[config.mk]
export PLATFORM = sky130hd
export DESIGN_NAME = controlador_memoria_flat
export DESIGN_NICKNAME = d
export VERILOG_FILES = /design/src/rtl/controlador_memoria_if.sv /design/src/rtl/controlador_memoria.sv /design/src/flat_wrapper.sv
export SDC_FILE = /design/constraint.sdc
export NUM_CORES = 1
export LEC_CHECK = 0
export ABC_AREA = 1
export BUFFER_PORTS_ARGS = -buffer_cell sky130_fd_sc_hd__buf_2
export CAP_MARGIN = 20
export CORE_UTILIZATION = 45
export CTS_CLUSTER_DIAMETER = 50
export DETAILED_ROUTE_END_ITERATION = 8
export PLACE_DENSITY = 0.82
export SLEW_MARGIN = 5
export SYNTH_ARGS = -nofsm -noshare
export SYNTH_HDL_FRONTEND = slang
export SYNTH_SLANG_ARGS = --single-unit
[constraint.sdc]
create_clock -name clock -period 3.6 [get_ports clock]
set_input_delay 0.18 -clock clock [delete_from_list [all_inputs] [get_ports clock]]
set_output_delay 0.18 -clock clock [all_outputs]
set_load 0.02 [all_outputs]
[src/rtl/controlador_memoria_if.sv]
// Pipeline-side bundle of the unified-memory controller: IF-stage fetch channel,
// MEM-stage load/store channel and the shared busy flag.
interface controlador_memoria_if;
    logic        req_instr;
    logic [31:0] end_instr;
    logic        instr_valida;
    logic [31:0] instr_dado;

    logic        req_dado;
    logic        escreve_dado;
    logic [31:0] end_dado;
    logic [31:0] dado_escrita;
    logic        dado_valido;
    logic [31:0] dado_lido;

    logic        ocupado;

    modport master (
        output req_instr, end_instr, req_dado, escreve_dado, end_dado, dado_escrita,
        input  instr_valida, instr_dado, dado_valido, dado_lido, ocupado
    );

    modport slave (
        input  req_instr, end_instr, req_dado, escreve_dado, end_dado, dado_escrita,
        output instr_valida, instr_dado, dado_valido, dado_lido, ocupado
    );
endinterface

[src/rtl/controlador_memoria.sv]
// Unified-memory responder: arbitrates fetch vs. load/store (data first) and
// drives one synchronous memory with a fixed read latency of LATENCIA cycles.
module controlador_memoria #(
    parameter int LARGURA_END = 8,
    parameter int LATENCIA    = 2
) (
    input  logic                      clock,
    input  logic                      reset_n,
    controlador_memoria_if.slave      cpu,
    output logic [LARGURA_END-1:0]    mem_endereco,
    output logic                      mem_escreve,
    output logic [31:0]               mem_dado_escrita,
    input  logic [31:0]               mem_dado_lido
);

    localparam int LARG_CONT = $clog2(LATENCIA + 1);

    typedef enum logic [1:0] {
        IDLE    = 2'd0,
        LEITURA = 2'd1,
        ESCRITA = 2'd2
    } estado_t;

    estado_t                 estado_q;
    logic [LARG_CONT-1:0]    contador_q;
    logic                    fonte_dado_q;
    logic [LARGURA_END-1:0]  mem_endereco_q;
    logic                    mem_escreve_q;
    logic [31:0]             mem_dado_escrita_q;
    logic                    instr_valida_q;
    logic [31:0]             instr_dado_q;
    logic                    dado_valido_q;
    logic [31:0]             dado_lido_q;

    // NOTE: the reset branch sits in the sensitivity list, so mem_escreve and the
    // state drop the moment reset_n falls, aborting any access without a pulse.
    always_ff @(posedge clock or negedge reset_n) begin
        if (!reset_n) begin
            estado_q           <= IDLE;
            contador_q         <= '0;
            fonte_dado_q       <= 1'b0;
            mem_endereco_q     <= '0;
            mem_escreve_q      <= 1'b0;
            mem_dado_escrita_q <= '0;
            instr_valida_q     <= 1'b0;
            instr_dado_q       <= '0;
            dado_valido_q      <= 1'b0;
            dado_lido_q        <= '0;
        end else begin
            // NOTE: nonblocking assignments throughout, so every branch below sees
            // the pre-edge register values regardless of statement order.
            instr_valida_q <= 1'b0;
            dado_valido_q  <= 1'b0;

            unique case (estado_q)
                IDLE: begin
                    if (cpu.req_dado) begin
                        mem_endereco_q     <= cpu.end_dado[LARGURA_END+1:2];
                        mem_dado_escrita_q <= cpu.dado_escrita;
                        fonte_dado_q       <= 1'b1;
                        if (cpu.escreve_dado) begin
                            mem_escreve_q <= 1'b1;
                            estado_q      <= ESCRITA;
                        end else begin
                            contador_q <= LARG_CONT'(LATENCIA - 1);
                            estado_q   <= LEITURA;
                        end
                    end else if (cpu.req_instr) begin
                        mem_endereco_q <= cpu.end_instr[LARGURA_END+1:2];
                        fonte_dado_q   <= 1'b0;
                        contador_q     <= LARG_CONT'(LATENCIA - 1);
                        estado_q       <= LEITURA;
                    end
                end

                LEITURA: begin
                    // The counter hits zero on the edge where the memory output is valid.
                    if (contador_q == '0) begin
                        if (fonte_dado_q) begin
                            dado_lido_q   <= mem_dado_lido;
                            dado_valido_q <= 1'b1;
                        end else begin
                            instr_dado_q   <= mem_dado_lido;
                            instr_valida_q <= 1'b1;
                        end
                        estado_q <= IDLE;
                    end else begin
                        contador_q <= contador_q - LARG_CONT'(1);
                    end
                end

                ESCRITA: begin
                    mem_escreve_q <= 1'b0;
                    dado_valido_q <= 1'b1;
                    estado_q      <= IDLE;
                end

                default: estado_q <= IDLE;
            endcase
        end
    end

    assign mem_endereco     = mem_endereco_q;
    assign mem_escreve      = mem_escreve_q;
    assign mem_dado_escrita = mem_dado_escrita_q;

    assign cpu.instr_valida = instr_valida_q;
    assign cpu.instr_dado   = instr_dado_q;
    assign cpu.dado_valido  = dado_valido_q;
    assign cpu.dado_lido    = dado_lido_q;
    assign cpu.ocupado      = (estado_q != IDLE);

endmodule

[src/flat_wrapper.sv]
// flat-port wrapper written by rule: the top's interface ports become plain ports
module controlador_memoria_flat 
#(
    parameter int LARGURA_END = 8,
    parameter int LATENCIA    = 2
)
  (clock, reset_n, mem_endereco, mem_escreve, mem_dado_escrita, mem_dado_lido, cpu_req_instr, cpu_end_instr, cpu_req_dado, cpu_escreve_dado, cpu_end_dado, cpu_dado_escrita, cpu_instr_valida, cpu_instr_dado, cpu_dado_valido, cpu_dado_lido, cpu_ocupado);
  controlador_memoria_if cpu_i ();
  input  logic clock;
  input  logic reset_n;
  output logic [LARGURA_END-1:0] mem_endereco;
  output logic mem_escreve;
  output logic [31:0] mem_dado_escrita;
  input  logic [31:0] mem_dado_lido;
  input wire logic [$bits(cpu_i.req_instr)-1:0] cpu_req_instr;
  input wire logic [$bits(cpu_i.end_instr)-1:0] cpu_end_instr;
  input wire logic [$bits(cpu_i.req_dado)-1:0] cpu_req_dado;
  input wire logic [$bits(cpu_i.escreve_dado)-1:0] cpu_escreve_dado;
  input wire logic [$bits(cpu_i.end_dado)-1:0] cpu_end_dado;
  input wire logic [$bits(cpu_i.dado_escrita)-1:0] cpu_dado_escrita;
  output wire logic [$bits(cpu_i.instr_valida)-1:0] cpu_instr_valida;
  output wire logic [$bits(cpu_i.instr_dado)-1:0] cpu_instr_dado;
  output wire logic [$bits(cpu_i.dado_valido)-1:0] cpu_dado_valido;
  output wire logic [$bits(cpu_i.dado_lido)-1:0] cpu_dado_lido;
  output wire logic [$bits(cpu_i.ocupado)-1:0] cpu_ocupado;
  assign cpu_i.req_instr = cpu_req_instr;
  assign cpu_i.end_instr = cpu_end_instr;
  assign cpu_i.req_dado = cpu_req_dado;
  assign cpu_i.escreve_dado = cpu_escreve_dado;
  assign cpu_i.end_dado = cpu_end_dado;
  assign cpu_i.dado_escrita = cpu_dado_escrita;
  assign cpu_instr_valida = cpu_i.instr_valida;
  assign cpu_instr_dado = cpu_i.instr_dado;
  assign cpu_dado_valido = cpu_i.dado_valido;
  assign cpu_dado_lido = cpu_i.dado_lido;
  assign cpu_ocupado = cpu_i.ocupado;
  controlador_memoria #(.LARGURA_END(LARGURA_END), .LATENCIA(LATENCIA)) u_core (.clock(clock), .reset_n(reset_n), .cpu(cpu_i), .mem_endereco(mem_endereco), .mem_escreve(mem_escreve), .mem_dado_escrita(mem_dado_escrita), .mem_dado_lido(mem_dado_lido));
endmodule
* Word-level counts from Yosys, hierarchy flattened
Index checks and enable logic that the tools add are counted.
W data, S select, Z words.
** Operators by class
- Mux-type cells :: 22
- $add $sub $neg :: 1
- Reduce and logical (&&, ||, !) cells :: 13
- Eq/ne operators :: 8
- Bitwise gates (word level) :: 1
** Operator list (number)
- $mux W8 :: 2
- $mux W2 :: 7
- $mux W1 :: 9
- $reduce_and A3 Y1 :: 3
- $pmux W2 S2 :: 2
- $reduce_bool A2 Y1 :: 4
- $ne A2 B2 Y1 const B :: 3
- $ne A3 B3 Y1 const B :: 2
- $reduce_and A2 Y1 :: 3
- $logic_not A2 Y1 :: 2
- $pmux W1 S2 :: 2
- $reduce_and A4 Y1 :: 1
- $eq A2 B1 Y1 const B :: 1
- $eq A2 B2 Y1 const B :: 1
- $ne A2 B1 Y1 const B :: 1
- $sub A2 B1 Y2 const B :: 1
- $not A1 Y1 :: 1
** Storage, ports and cells
- Bits of input ports :: 133
- Output and inout bits :: 108
- Register bits :: 112
- Word-level logic and storage cells :: 55

* Longest topological paths before layout
- Depth in word-level cells :: 3
- Gate-level depth with buffers :: 8

* Worst setup path before layout
OpenSTA, ideal clock, no wires.
- Kind :: register to register
- Start :: reg u_core.estado_q[0]
- End :: reg u_core.mem_endereco_q[4], in the netlist u_core.mem_endereco[4]
- Slack :: 2.322 ns
- Buffers on the path :: 2
- Setup time :: 0.073 ns
- Period minus slack after synthesis :: 1.278 ns
- Arrival :: 1.205 ns
- Stages on the path, launching flop included :: 9
- Cells stage by stage :: dfrtp_1 > inv_1 > ha_1 > buf_4 > inv_4 > nor2_8 > buf_6 > nor2_2 > a21oi_2
** On the way
- Cells in the longest elaborated chain, start to end :: 2
** Ends and longest elaborated chain
- from (decl) :: RTL line controlador_memoria.sv:24 : estado_t estado_q;
- from (signal assigned) :: RTL line controlador_memoria.sv:39 : estado_q <= IDLE;
- from (signal assigned) :: RTL line controlador_memoria.sv:63 : estado_q <= ESCRITA;
- from (signal assigned) :: RTL line controlador_memoria.sv:66 : estado_q <= LEITURA;
- $logic_not A2 Y1 :: RTL line controlador_memoria.sv:55 : unique case (estado_q)
- $reduce_and A2 Y1 (no source line)
- to (signal assigned) :: RTL line controlador_memoria.sv:58 : mem_endereco_q <= cpu.end_dado[LARGURA_END+1:2];
- to (signal assigned) :: RTL line controlador_memoria.sv:69 : mem_endereco_q <= cpu.end_instr[LARGURA_END+1:2];
- to (decl) :: RTL line controlador_memoria.sv:27 : logic [LARGURA_END-1:0] mem_endereco_q;
No other way between the ends.
A chain may end at the register's enable or synchronous reset.

* Worst setup path after layout
- Start :: reg u_core.estado_q[1]
- End :: reg u_core.dado_lido_q[2], in the netlist u_core.cpu.dado_lido[2]
** On the way
- Cells in the longest elaborated chain, start to end :: 2
** Ends and longest elaborated chain
- $eq A2 B1 Y1 :: RTL line controlador_memoria.sv:55
- $reduce_and A3 Y1 (no source line)
- to (signal assigned) :: RTL line controlador_memoria.sv:80 : dado_lido_q <= mem_dado_lido;
- to (decl) :: RTL line controlador_memoria.sv:33 : logic [31:0] dado_lido_q;
No other way between the ends.

==> metrics.txt <==
Min Clock Period, post-route=2.01 ns; remaining antenna violation count after routing=0; PostCTS Resize Cnt=0; CTS Sinks=112; number of global-route vias before repair=3815; worst vdd rail ir drop=0.412 mV; top cell family by delay on the critical path=buffers and inverters; leading cell types by total area after synthesis=sky130_fd_sc_hd__dfrtp_1, sky130_fd_sc_hd__nand2_1, sky130_fd_sc_hd__o21ai_2; fraction of layout cells with a size suffix above 1=39.5%; average wire per standard cell=12.7 microns; antenna violations before repair=0; warnings from Yosys=0; DRT Wirelength=10200 microns; routability congestion estimate=0.780; pin count of the biggest net entering global routing=53; Static Leak=3.37 nW; clock latency on the worst-skew pair=0.35 ns; clock buffers created by TritonCTS=9; register area share after synthesis=58.9%; deepest clock path buffer count=2; share of the synthesized area in the top cell type=58.9%; final-layout setup total negative slack=0 ns; effective utilization at floorplan=46.3%; slowest stage cell, crit path=sky130_fd_sc_hd__buf_4; Max-Slew Margin vs Limit=64.7%; ordered cell list for the critical path=inv_1, ha_1, nand3_2, buf_4, nand2_1, o21ai_0; critical path data required time=3.81 ns; final setup violation count=0; # rows=37; Mapped Cells=482; max-slew violations=0; width of the chip=105 microns; transition at the pin with the smallest max-transition slack=0.530 ns; worst setup path category=reg -> reg; number of H-tree levels=3; leading area contributor after synthesis=sky130_fd_sc_hd__dfrtp_1; area growth from synthesis to layout=25.2%; DRC violation count after routing=0; antenna cells=0; #FFs+latches synth=112; MaxCap Viol Count=0; Clock Skew=0.0117 ns; number of fill cells=945; sequential cell area=0.00280 sq mm; overall die area=0.0110 sq mm; final HPWL from detailed placement=7220 microns; count of vias placed by the detailed router=3843; syn nets=619; number of nets in the final layout=803; area of the mapped netlist=0.00476 sq mm; power per cell area=970 mW/mm^2; Achievable Freq=498 MHz; number of DRC markers after the initial detailed-route iteration=218; Worst Path Max Fanout=40; Worst Setup End Kind=flip-flop; count of input and output buffers=192; Distinct cells, synth=23; Max stage delay on crit path=0.46 ns; Buffers & Inverters on Critical Path=2; CTS clk-pin slew, worst paths=0.10 ns; Std-Cell Core Area=0.0103 sq mm; power after layout=5.78 mW; area occupied by multi-input gates=0.00152 sq mm; clock tree from TritonCTS=yes; 1st-pass router iterations=5; grt ovf=0; worst min-delay path class=in -> reg; boundary pin count=241; CTS Root Cell=sky130_fd_sc_hd__clkbuf_8; startpoint kind of the worst setup timing path=flip-flop; mean cell area of the mapped netlist=9.88 sq um; wire length of the first global-routing pass=17500 microns; result of the run=finished clean; Data arrival, critical path=2.21 ns; chip height=105 microns; unrepaired setup endpoints after global routing=no; fin crit share=55.8%; Avg Vias per Cell=4.76; Final Hold Vio Count=0; Overall Global Routing Usage=19.7%
-- layout by cell type (no fill, tap or decap), drive strengths merged --
master / Yosys / routed
ha: 4 / 4
dlygate4sd3: 0 / 1
o21ai: 67 / 67
clkinv: 0 / 1
nand3: 37 / 37
buf: 26 / 200
a21oi: 9 / 9
bufinv: 0 / 2
dfrtp: 112 / 112
nand4: 2 / 2
clkbuf: 2 / 13
a21boi: 1 / 1
nand2: 151 / 151
nor2: 11 / 11
o21a: 8 / 8
inv: 52 / 52
-- registers in the layout, summed over array words and instances (netlist names) --
| register | count |
|---|---|
| u_core.mem_dado_escrita | 32 |
| u_core.fonte_dado_q | 1 |
| u_core.cpu.dado_lido | 32 |
| u_core.contador_q | 2 |
| u_core.estado_q | 2 |
| u_core.cpu.dado_valido | 1 |
| u_core.mem_escreve | 1 |
| u_core.cpu.instr_dado | 32 |
| u_core.mem_endereco | 8 |
| u_core.cpu.instr_valida | 1 |
-- where the power goes --
| part | total (mW) | switching (mW) | internal, mW |
|---|---|---|---|
| combinational | 2.77 | 1.83 | 0.937 |
| sequential | 2.20 | 0.325 | 1.88 |
| clock | 0.810 | 0.398 | 0.412 |
-- layer usage --
layer  GRT usage, %  share of wire (%)  vias up
li1               -                  -     1881
met1           24.4                 43     1804
met2           34.0                 49      151
met3           5.55                7.4        7
met4           4.83               0.99        0
met5              0                  0        -
-- through the flow --
stage / utilization (%) / worst slack [ns] / instances / area (sq um) / hold WS [ns]
2_1_floorplan: - / 2.32 / 482 / 4760 / -0.116
3_3_place_gp: 55.5 / 1.48 / 789 / 5710 / 0.176
3_5_place_dp: 55.5 / 1.40 / 789 / 5710 / 0.195
4_1_cts: 57.7 / 1.38 / 806 / 5930 / 0.0268
5_1_grt: 58.0 / 1.36 / 807 / 5960 / 0.0320
6_report: 58.0 / 1.59 / 807 / 5960 / 0.0488
-- cells by family (layout without fill, tap and decap cells) --
logic type / count (synthesis) / after routing / share of synthesized area (%)
simple gates: 201 / 201 / 17.9
flops: 112 / 112 / 58.9
compound gates: 85 / 85 / 13.0
buf+inv: 80 / 269 / 9.17
fa+ha+maj: 4 / 4 / 1.05
-- path summary, 6_finish.rpt --
path	slack, ns	depth (start not counted)	startpoint	endpoint
worst max-delay path	1.59	6	u_core.estado_q[1]$_DFFE_PN0P_	u_core.cpu.dado_lido[2]$_DFFE_PN0P_
worst min-delay path	0.05	3	cpu_dado_escrita[9]	u_core.mem_dado_escrita[9]$_DFFE_PN0P_
worst max register to register	1.59	6	u_core.estado_q[1]$_DFFE_PN0P_	u_core.cpu.dado_lido[2]$_DFFE_PN0P_
worst min register to register	0.48	2	u_core.mem_dado_escrita[22]$_DFFE_PN0P_	u_core.mem_dado_escrita[22]$_DFFE_PN0P_
max in group asynchronous	2.30	3	reset_n	u_core.cpu.instr_dado[20]$_DFFE_PN0P_
min in group asynchronous	0.35	2	reset_n	u_core.cpu.instr_dado[13]$_DFFE_PN0P_
-- cell type report --
cell class | count | share of cell area (%)
Sequential cell | 112 | 47.0
Tap cell | 136 | 2.86
Clock inverter | 3 | 1.09
Multi-Input combinational cell | 290 | 25.5
Clock buffer | 13 | 2.50
Inverter | 52 | 3.32
Timing Repair Buffer | 201 | 17.7
-- timing repair --
| action | in CTS | in global routing |
|---|---|---|
| endpoints found under the hold margin | 39 | 0 |
| buffers inserted | 0 | 0 |
| hold buffers | 1 | 0 |
-- cell usage after synthesis --
library cell / count
sky130_fd_sc_hd__a21oi_2: 1
sky130_fd_sc_hd__nor2_1: 8
sky130_fd_sc_hd__o21ai_1: 11
sky130_fd_sc_hd__clkbuf_2: 1
sky130_fd_sc_hd__o21ai_2: 45
sky130_fd_sc_hd__a21boi_0: 1
sky130_fd_sc_hd__buf_2: 7
sky130_fd_sc_hd__nand2_1: 151
sky130_fd_sc_hd__o21a_1: 8
sky130_fd_sc_hd__nor2_2: 1
sky130_fd_sc_hd__inv_4: 1
sky130_fd_sc_hd__inv_1: 51
sky130_fd_sc_hd__dfrtp_1: 112
sky130_fd_sc_hd__o21ai_0: 11
sky130_fd_sc_hd__clkbuf_1: 1
sky130_fd_sc_hd__a21oi_1: 8
sky130_fd_sc_hd__buf_4: 5
sky130_fd_sc_hd__ha_1: 4
sky130_fd_sc_hd__buf_6: 14
sky130_fd_sc_hd__nand3_1: 35
sky130_fd_sc_hd__nand3_2: 2
sky130_fd_sc_hd__nand4_1: 2
sky130_fd_sc_hd__nor2_8: 2
-- worst min-delay path, stage by stage --
cell and delay [ns]:
sky130_fd_sc_hd__buf_2 0.07, sky130_fd_sc_hd__nand3_1 0.06, sky130_fd_sc_hd__nand2_1 0.06
Power figures use the tool's default switching activity.
